### config.mk
export PLATFORM = sky130hd
export DESIGN_NAME = param_updown_counter
export DESIGN_NICKNAME = d
export VERILOG_FILES = /design/src/rtl/param_updown_counter.sv
export SDC_FILE = /design/constraint.sdc
export NUM_CORES = 1
export LEC_CHECK = 0
export CORE_MARGIN = 8
export CORE_UTILIZATION = 43
export CTS_CLUSTER_SIZE = 25
export DETAILED_ROUTE_END_ITERATION = 6
export HOLD_SLACK_MARGIN = 0.12
export PLACE_DENSITY = 0.74
export SETUP_SLACK_MARGIN = 0.1
export SYNTH_ARGS = -nofsm -noshare
export SYNTH_HDL_FRONTEND = slang
export SYNTH_SLANG_ARGS = --single-unit
export TNS_END_PERCENT = 20
### constraint.sdc
create_clock -name clock -period 1.6 [get_ports clock]
set_input_delay 0.32 -clock clock [delete_from_list [all_inputs] [get_ports clock]]
set_output_delay 0.32 -clock clock [all_outputs]
set_load 0.05 [all_outputs]
### src/rtl/param_updown_counter.sv
// Parametrised up/down counter with preset, clamped parallel load, wrap or saturate
// limits and wrap/overflow status. Define COUNTER_MATCH_EN to add the registered match compare.
module param_updown_counter #(
    parameter int WIDTH        = 8,
    parameter int MODULUS      = 1 << WIDTH,
    parameter int PRESET_VALUE = MODULUS - 1,
    parameter bit SATURATE     = 1'b0
) (
    input  logic             clock,
    input  logic             clear,
    input  logic             preset,
    input  logic             load,
    input  logic [WIDTH-1:0] load_data,
    input  logic             enable,
    input  logic             up,
`ifdef COUNTER_MATCH_EN
    input  logic [WIDTH-1:0] match_value,
    output logic             match,
`endif
    output logic [WIDTH-1:0] q,
    output logic             tc,
    output logic             wrap,
    output logic             ovf
);
    // One bit of headroom so MODULUS = 2^WIDTH still has an exact upper limit.
    localparam logic [WIDTH:0]   LIMIT_C  = (WIDTH+1)'(MODULUS - 1);
    localparam logic [WIDTH-1:0] PRESET_C = WIDTH'(PRESET_VALUE);
    localparam logic [WIDTH:0]   ONE_C    = (WIDTH+1)'(1);

    logic [WIDTH-1:0] q_r;
    logic [WIDTH-1:0] q_next_s;
    logic             wrap_r;
    logic             wrap_next_s;
    logic             ovf_r;
    logic             ovf_next_s;
    logic [WIDTH:0]   q_ext_s;
    logic [WIDTH:0]   inc_s;
    logic [WIDTH:0]   dec_s;
    logic             at_top_s;
    logic             at_zero_s;

    assign q_ext_s   = {1'b0, q_r};
    assign inc_s     = q_ext_s + ONE_C;
    assign dec_s     = q_ext_s - ONE_C;
    assign at_top_s  = (q_ext_s == LIMIT_C);
    assign at_zero_s = (q_r == {WIDTH{1'b0}});

    // Next-state selection: preset > load > count > hold (clear handled in the register).
    always_comb begin
        q_next_s    = q_r;
        wrap_next_s = 1'b0;
        ovf_next_s  = ovf_r;
        if (preset) begin
            q_next_s   = PRESET_C;
            ovf_next_s = 1'b0;
        end else if (load) begin
            if ({1'b0, load_data} > LIMIT_C) begin
                q_next_s = LIMIT_C[WIDTH-1:0];
            end else begin
                q_next_s = load_data;
            end
            ovf_next_s = 1'b0;
        end else if (enable) begin
            if (up) begin
                if (at_top_s) begin
                    ovf_next_s = 1'b1;
                    if (SATURATE) begin
                        q_next_s = q_r;
                    end else begin
                        q_next_s    = {WIDTH{1'b0}};
                        wrap_next_s = 1'b1;
                    end
                end else begin
                    q_next_s = WIDTH'(inc_s);
                end
            end else begin
                if (at_zero_s) begin
                    ovf_next_s = 1'b1;
                    if (SATURATE) begin
                        q_next_s = q_r;
                    end else begin
                        q_next_s    = LIMIT_C[WIDTH-1:0];
                        wrap_next_s = 1'b1;
                    end
                end else begin
                    q_next_s = WIDTH'(dec_s);
                end
            end
        end else begin
            q_next_s = q_r;
        end
    end

    // Counter and status registers with synchronous clear.
    always_ff @(posedge clock) begin
        if (clear) begin
            q_r    <= {WIDTH{1'b0}};
            wrap_r <= 1'b0;
            ovf_r  <= 1'b0;
        end else begin
            q_r    <= q_next_s;
            wrap_r <= wrap_next_s;
            ovf_r  <= ovf_next_s;
        end
    end

`ifdef COUNTER_MATCH_EN
    logic match_r;

    // Compare against the next state so match lines up with the q it describes.
    always_ff @(posedge clock) begin
        if (clear) begin
            match_r <= 1'b0;
        end else begin
            match_r <= (q_next_s == match_value);
        end
    end

    assign match = match_r;
`endif

    assign q    = q_r;
    assign wrap = wrap_r;
    assign ovf  = ovf_r;
    assign tc   = up ? at_top_s : at_zero_s;

endmodule

==> results of run 1 <==
## per-layer routing
metal | routed length, um | up-vias
li1 | - | 583
met1 | 1510 | 572
met2 | 1820 | 66
met3 | 217 | 21
met4 | 136 | 0
met5 | 0 | -
## synthesized netlist by cell type, types with 2 or more instances
library cell  number
a21o_1             3
a21oi_1            8
a31oi_1            4
buf_2              8
clkbuf_1           4
dfxtp_1           10
ha_1               3
inv_1             11
nand2_1            8
nand2b_1           2
nand3_1            5
nand4_1            2
nor2_1             6
nor3_1            12
nor3_2             2
nor3b_1            2
nor4_1             2
o211ai_1           2
o21a_1             3
o21ai_0            7
or3_1              3
xnor2_1            2
## kinds of logic (layout without fill, tap and decap cells)
family / after synthesis / in the layout / synth area share
xor gates and xnor gates: 3 / 3 / 0.0277
AOI/OAI and AO/OA: 41 / 41 / 0.305
muxes: 2 / 2 / 0.0225
DFF: 10 / 10 / 0.211
buffers and inverters: 23 / 73 / 0.102
and+or+nand+nor: 50 / 50 / 0.292
adders and majority gates: 3 / 3 / 0.0396
## critical path, stage by stage, from the launching register on
cell and delay [ps]:
dfxtp_2 330, or4_4 570, nor3_4 270, a21oi_4 70, inv_4 70, buf_12 120
## what timing repair did
action | CTS | global route
pin swaps | 8 | 3
buffers inserted | 3 | 1
gates cloned | 0 | 0
endpoints found under the setup margin | 9 | 10
resized for setup | 11 | 11
## area by class of cell
type | count | area, um2 | share of cell area
Clock buffer | 4 | 26.3 | 0.0158
Sequential cell | 10 | 215 | 0.129
Multi-Input combinational cell | 99 | 749 | 0.450
Inverter | 11 | 48.8 | 0.0293
Timing Repair Buffer | 58 | 592 | 0.355
Tap cell | 28 | 35.0 | 0.0210
## through the flow
step / std cells / power [mW] / hold slack (ps) / util / setup slack (ps)
after global routing: 210 / 1.05 / 585 / 0.776 / -460
after floorplan: 132 / 0.547 / 534 / - / -124
after detailed placement: 202 / 0.765 / 474 / 0.708 / -292
after global placement: 202 / 0.758 / 452 / 0.708 / -278
after CTS: 209 / 0.973 / 490 / 0.748 / -380
final: 210 / 1.01 / 550 / 0.776 / -438
## worst min-delay path by stage
stage / endpoint / slack, ps / cells after the start
finish: ovf / 550 / 2
global route: ovf / 580 / 2
CTS: ovf / 490 / 2
detailed placement: ovf / 470 / 2
global placement: ovf / 450 / 2
floorplan: q[1] / 530 / 3
## power breakdown
group / internal (mW) / switching [mW]
Combinational: 0.249 / 0.267
Sequential: 0.269 / 0.0156
Clock: 0.0968 / 0.111
## sequential cells by signal, summed over array words and instances (netlist names)
name  flops
ovf       1
wrap      1
q         8
## layout by cell type, fill, tap and decap left out, types with 4 or more instances in the layout
master           instances
inv_1                    8
dfxtp_2                  6
nor2_1                   5
nand2_1                  8
nand3_1                  5
clkdlybuf4s50_1         13
a21oi_1                  6
o21ai_0                  4
buf_4                   33
nor3_1                  10
buf_12                   9
==> impl_metrics.py, run 1 <==
metrics = {
    "outcome": {
        "status": "finished, violations left",
        "violations": "setup timing",
    },
    "global_routing": {
        "grt_pass1_vias": 1201,
        "grt.total_usage": 0.167,
        "use_met2": 0.279,
        "gr-usage-met3": 0.0430,
        "grtUsageMet1": 0.200,
        "grt_antenna_before_repair": 0,
        "grt_start_max_net_pins": 15,
        "grt_pass1_wl_mm": 5.64,
        "grt.busiest_layer": "met2",
        "overflow": 0,
    },
    "timing": {
        "hold_viol": 0,
        "maxSlewViolCount": 0,
        "timing.fmax_mhz": 491,
        "rsz0062_at_grt": "true",
        "worst_slack_ps": -438,
        "slew_headroom": 0.759,
        "setup_viol": 7,
        "max_slew.worst_pin.slew_ps": 361,
        "fin_worst_skew_ps": 2.51,
        "fin_crit_sh": 1.27,
        "fin_crit_ps": 2040,
        "tns_ps": -1190,
    },
    "yosys": {
        "yosysWarnings": 0,
        "async_flop_share": 0,
        "yosysSeqAreaShare": 0.211,
        "synth.avg_cell_area_um2": 7.18,
        "synthFlopType": "dfxtp_1",
        "ys_types": 45,
        "synth_area_leaders": "dfxtp_1 (21%), nor3_1 (6.3%), inv_1 (4.4%)",
        "yosys.area.top_type": "dfxtp_1",
        "postSynthCellCount": 132,
        "ys_ff_latch": 10,
        "synth-edff-count": 0,
        "syn_area_um2": 947,
        "synth_top_area_frac": 0.211,
        "syn-num-nets": 149,
    },
    "pwr": {
        "p_per_area_nw_per_um2": 605,
        "p_leak_nw": 0.659,
        "irDropWorstVdd_v": 0.000444,
    },
    "placement": {
        "dp_hpwl_mm": 2.46,
        "place_congestion": 0.900,
        "dpl_cell_area_um2": 1520,
        "numPortBuffers": 24,
    },
    "clock_network": {
        "cts_buffer_depth": 2,
        "clk_latency_ps": 280,
        "cts_sinks": 10,
        "path_clk_slew_ps": 80,
        "cts_root_buf": "clkbuf_4",
        "cts_made_buffers": 3,
        "cts_max_level": 1,
        "cts_tree": "done",
        "postCtsHoldBufs": 0,
    },
    "cells_and_area": {
        "n_fill_cell": 138,
        "layout-drive-gt1-share": 0.462,
        "synthToLayoutAreaGrowth_pct": 76.0,
        "n_antenna_cell": 0,
        "final_nets": 200,
        "final_area_um2": 1670,
    },
    "detailed_routing": {
        "vias": 1242,
        "route.detailed.wl_per_inst_um": 17.5,
        "initialDrtViolationCount": 83,
        "drc": 0,
        "firstDrtPassIters": 4,
        "via_per_inst": 5.91,
        "drt_wl_total_mm": 3.68,
        "ant_nets": 0,
    },
    "worst_hold_path": {
        "hp-start": "ovf",
        "hold_path.class": "reg2reg",
    },
    "die": {
        "die_w_um": 62.9,
        "die-area_um2": 3960,
        "dieHeight_um": 62.9,
        "io_pins": 25,
        "coreArea_um2": 2150,
        "rows": 17,
        "start_util": 0.441,
    },
    "worst_setup_path": {
        "crit_path_max_fanout": 2,
        "crit_path_end_kind": "output port",
        "r2r_setup_slack_ps": -250,
        "cp.required_ps": 1280,
        "worstRegToRegCells": 7,
        "cp-start-kind": "flip-flop",
        "cp-endpoint": "tc",
        "arrival_ps": 1720,
        "r2r_end": "ovf",
        "startpoint": "q[2]",
        "r2r_start": "q[2]",
        "criticalPathCategory": "reg2out",
    },
    "job": {
        "maxCapViolCount": 0,
    },
}
Note: power is estimated with default switching activity, not from simulation.
==> run 2, diff against run 1 <==
SKIP_CTS_REPAIR_TIMING = 1   (was not set)
==> impl_metrics.py, run 2 (synthesis results as in run 1) <==
metrics = {
    "job": {
        "maxCapViolCount": 0,
    },
    "timing": {
        "max_slew.worst_pin.slew_ps": 338,
        "fin_crit_ps": 2000,
        "slew_headroom": 0.773,
        "hold_ws_ps": 516,
        "worst_slack_ps": -398,
        "setup_viol": 4,
        "tns_ps": -565,
        "maxSlewViolCount": 0,
        "rsz0062_at_grt": "true",
        "timing.fmax_mhz": 500,
        "fin_crit_sh": 1.25,
        "fin_worst_skew_ps": 0.417,
        "hold_viol": 0,
    },
    "cells_and_area": {
        "layout-drive-gt1-share": 0.456,
        "largest_register_ffs": 8,
        "final_common_cell": "buf_4",
        "final_nets": 198,
        "final_cell_count_no_fill": 208,
        "mostFrequentLayoutCells": "buf_4 (30), clkdlybuf4s50_1 (12), nor3_1 (9), buf_12 (9)",
        "synthToLayoutAreaGrowth_pct": 76.8,
        "n_antenna_cell": 0,
        "final_area_um2": 1670,
    },
    "clock_network": {
        "cts_made_buffers": 3,
        "cts_tree": "done",
        "clk_latency_ps": 270,
        "cts_max_level": 1,
        "cts_root_buf": "clkbuf_4",
        "path_clk_slew_ps": 70,
        "cts_sinks": 10,
        "cts_buffer_depth": 2,
    },
    "worst_setup_path": {
        "cp.required_ps": 1280,
        "arrival_ps": 1680,
        "crit_path_end_kind": "output port",
        "crit_path_max_fanout": 3,
        "cp-start-kind": "flip-flop",
        "criticalPathCategory": "reg2out",
    },
    "outcome": {
        "violations": "setup timing",
        "status": "finished, violations left",
    },
    "global_routing": {
        "overflow": 0,
        "grt_antenna_before_repair": 0,
        "grt_pass1_vias": 1155,
        "grt_pass1_wl_mm": 5.31,
        "grt.total_usage": 0.157,
        "grt_start_max_net_pins": 15,
    },
    "die": {
        "start_util": 0.441,
        "dieHeight_um": 62.9,
        "die-area_um2": 3960,
        "rows": 17,
        "die_w_um": 62.9,
        "io_pins": 25,
        "coreArea_um2": 2150,
    },
    "pwr": {
        "p_leak_nw": 0.663,
        "irDropWorstVdd_v": 0.000442,
        "p_per_area_nw_per_um2": 601,
    },
    "placement": {
        "place_congestion": 0.900,
        "dp.cells": 202,
        "dpl_cell_area_um2": 1520,
        "numPortBuffers": 24,
        "post-place-ws_ps": -292,
        "dp_hpwl_mm": 2.46,
    },
    "detailed_routing": {
        "initialDrtViolationCount": 67,
        "via_per_inst": 5.88,
        "vias": 1223,
        "drt_wl_total_mm": 3.57,
        "drc": 0,
        "route.detailed.wl_per_inst_um": 17.2,
        "firstDrtPassIters": 5,
        "ant_nets": 0,
    },
    "worst_hold_path": {
        "hold_path.class": "reg2reg",
    },
}
-- run 2: cell types whose count changed in the layout (fill, tap and decap cells not counted), sizes merged --
| cell | previous run | this run |
|---|---|---|
| dlymetal6s2s | 0 | 1 |
| clkdlybuf4s50 | 13 | 12 |
| buf | 45 | 43 |
-- run 2: final timing paths --
check / from / endpoint / slack [ps] / cells after the start
setup / recovery: q[2] / tc / -400 / 5
hold / removal: ovf / ovf / 520 / 2
setup reg to reg: q[0] / q[2] / -90 / 7
hold reg to reg: ovf / ovf / 520 / 2
-- run 2: power breakdown --
group | internal, mW | switching (mW)
Sequential | 0.269 | 0.0167
Clock | 0.0968 | 0.103
Combinational | 0.252 | 0.269
Total | 0.618 | 0.389
-- run 2: final cells by class --
type / count / area [um2]
Clock buffer: 4 / 26.3
Fill cell: 149 / 474
Inverter: 11 / 48.8
Multi-Input combinational cell: 99 / 766
Sequential cell: 10 / 215
Tap cell: 28 / 35.0
Timing Repair Buffer: 56 / 583
-- run 2: routing by layer --
metal  track usage  up-vias  part of all wire
met2         0.260       68              0.51
met3        0.0412        8             0.068
met5             0        -                 0
met1         0.189      568              0.40
met4        0.0541        0             0.022
li1              -      579                 -
-- run 2: stage by stage --
stage	utilization	power, mW
floorplan	-	0.547
global placement	0.708	0.758
detailed placement	0.708	0.765
CTS	0.720	0.958
global route	0.779	1.05
finish	0.779	1.01
-- run 2: worst max-delay path: stages (launching register included) --
cell	delay [ps]
dfxtp_2	330
or4_4	580
nor3_4	230
a21oi_2	80
inv_4	60
buf_12	120
==> run 3, diff against run 2 <==
CORE_UTILIZATION = 51   (was 43)
PLACE_DENSITY = 0.82   (was 0.74)
clock period = 2.4 ns   (was 1.6 ns; I/O delays follow)
==> impl_metrics.py, run 3 (synthesis results as in run 1) <==
metrics = {
    "detailed_routing": {
        "drc": 0,
        "route.detailed.wl_per_inst_um": 15.9,
        "drt_wl_total_mm": 2.95,
        "vias": 1116,
        "via_per_inst": 6.03,
        "initialDrtViolationCount": 57,
        "firstDrtPassIters": 4,
        "ant_nets": 0,
    },
    "placement": {
        "dp_hpwl_mm": 2.21,
        "numPortBuffers": 24,
        "place_congestion": 0.866,
        "dp.cells": 179,
    },
    "die": {
        "start_util": 0.543,
        "rows": 15,
        "io_pins": 25,
        "die_w_um": 59.1,
        "die-area_um2": 3490,
        "coreArea_um2": 1750,
        "dieHeight_um": 59.1,
    },
    "clock_network": {
        "clk_latency_ps": 270,
        "cts_tree": "done",
        "path_clk_slew_ps": 60,
        "cts_sinks": 10,
        "cts_max_level": 1,
        "cts_made_buffers": 3,
        "cts_root_buf": "clkbuf_4",
        "cts_buffer_depth": 2,
    },
    "worst_setup_path": {
        "crit_path_max_fanout": 8,
        "cp.required_ps": 1920,
        "cp-endpoint": "tc",
        "cp.depth": 7,
        "startpoint": "q[0]",
        "cpMostUsedCell": "inv_2",
        "worstRegToRegCells": 6,
        "arrival_ps": 1780,
        "r2r_end": "q[3]",
        "cp-start-kind": "flip-flop",
        "critPathTopFamily": "simple AND/OR/NAND/NOR gates",
        "crit_chain": "inv_2 > ha_4 > or3b_4 > nor3_4 > a21oi_2 > inv_2 > buf_12",
        "criticalPathCategory": "reg2out",
        "r2r_start": "q[0]",
        "crit_buf_inv": 3,
        "cp_slowest_stage_delay_ps": 400,
        "slowest_stage": "or3b_4",
        "crit_path_end_kind": "output port",
        "r2r_setup_slack_ps": 560,
    },
    "global_routing": {
        "use_met2": 0.285,
        "grtUsageMet1": 0.189,
        "grt_pass1_wl_mm": 4.56,
        "grt_antenna_before_repair": 0,
        "grt_start_max_net_pins": 19,
        "grt_pass1_vias": 1019,
        "gr-usage-met3": 0.0564,
        "overflow": 0,
        "grt.total_usage": 0.168,
        "grt.busiest_layer": "met2",
    },
    "pwr": {
        "irDropWorstVdd_v": 0.000301,
        "p_leak_nw": 0.513,
        "p_per_area_nw_per_um2": 422,
        "totalPowerFinal_mw": 0.559,
    },
    "timing": {
        "rsz0062_at_grt": "true",
        "slew_headroom": 0.653,
        "tns_ps": 0,
        "maxSlewViolCount": 0,
        "max_slew.worst_pin.slew_ps": 520,
        "fin_worst_skew_ps": 1.51,
        "hold_viol": 0,
        "timing.fmax_mhz": 442,
        "fin_crit_ps": 2260,
        "setup_viol": 0,
        "fin_crit_sh": 0.942,
    },
    "cells_and_area": {
        "regArea_um2": 205,
        "final_cell_count_no_fill": 185,
        "layout-drive-gt1-share": 0.225,
        "n_antenna_cell": 0,
        "largest_register_ffs": 8,
        "fin_util": 0.759,
        "mostFrequentLayoutCells": "clkdlybuf4s50_1 (22), buf_4 (13), nor3_1 (12)",
        "final_nets": 179,
        "synthToLayoutAreaGrowth_pct": 39.9,
        "final_common_cell": "clkdlybuf4s50_1",
        "n_fill_cell": 132,
        "multi_input_area_um2": 674,
    },
    "job": {
        "maxCapViolCount": 0,
    },
    "outcome": {
        "status": "complete, no violations",
    },
    "worst_hold_path": {
        "hold_path.class": "reg2reg",
    },
}
==> run 3: area by class of cell <==
cell class,instances,share of cell area
clock buffer,3,0.0170
inverter,11,0.0312
multi-input combinational,99,0.509
sequential,10,0.155
tap,25,0.0236
timing repair buffer,37,0.264
==> run 3: worst min path at each step <==
stage          from   to  slack [ps]  cells past startpoint
2_1_floorplan   ovf  ovf         690                      2
3_3_place_gp    ovf  ovf         450                      2
3_5_place_dp    ovf  ovf         470                      2
4_1_cts         ovf  ovf         480                      2
5_1_grt         ovf  ovf         500                      2
6_report        ovf  ovf         480                      2
==> run 3: routing by layer <==
metal  wire (um)  part of all wire
met1        1200              0.41
met2        1500              0.51
met3         207             0.070
met4          32             0.011
met5           0                 0
==> run 3: stage by stage <==
stage               worst slack, ps  instance area (um2)  hold WS (ps)
finish                          138                 1330           481
CTS                            27.5                 1270           482
global route                   69.8                 1330           502
global placement                281                 1250           447
detailed placement              236                 1250           465
floorplan                       211                  950           693
==> run 3: report_power, final <==
group | leakage, nW | switching [mW] | internal (mW)
combinational | 0.415 | 0.132 | 0.108
clock | 0.0138 | 0.0588 | 0.0581
sequential | 0.0840 | 0.0244 | 0.178
total | 0.513 | 0.215 | 0.344
==> run 3: worst min-delay path: cells and delay by family (launching register included) <==
family          cells  cell delay [ps]
compound gates      1               50
simple gates        1               70
flops               1              320
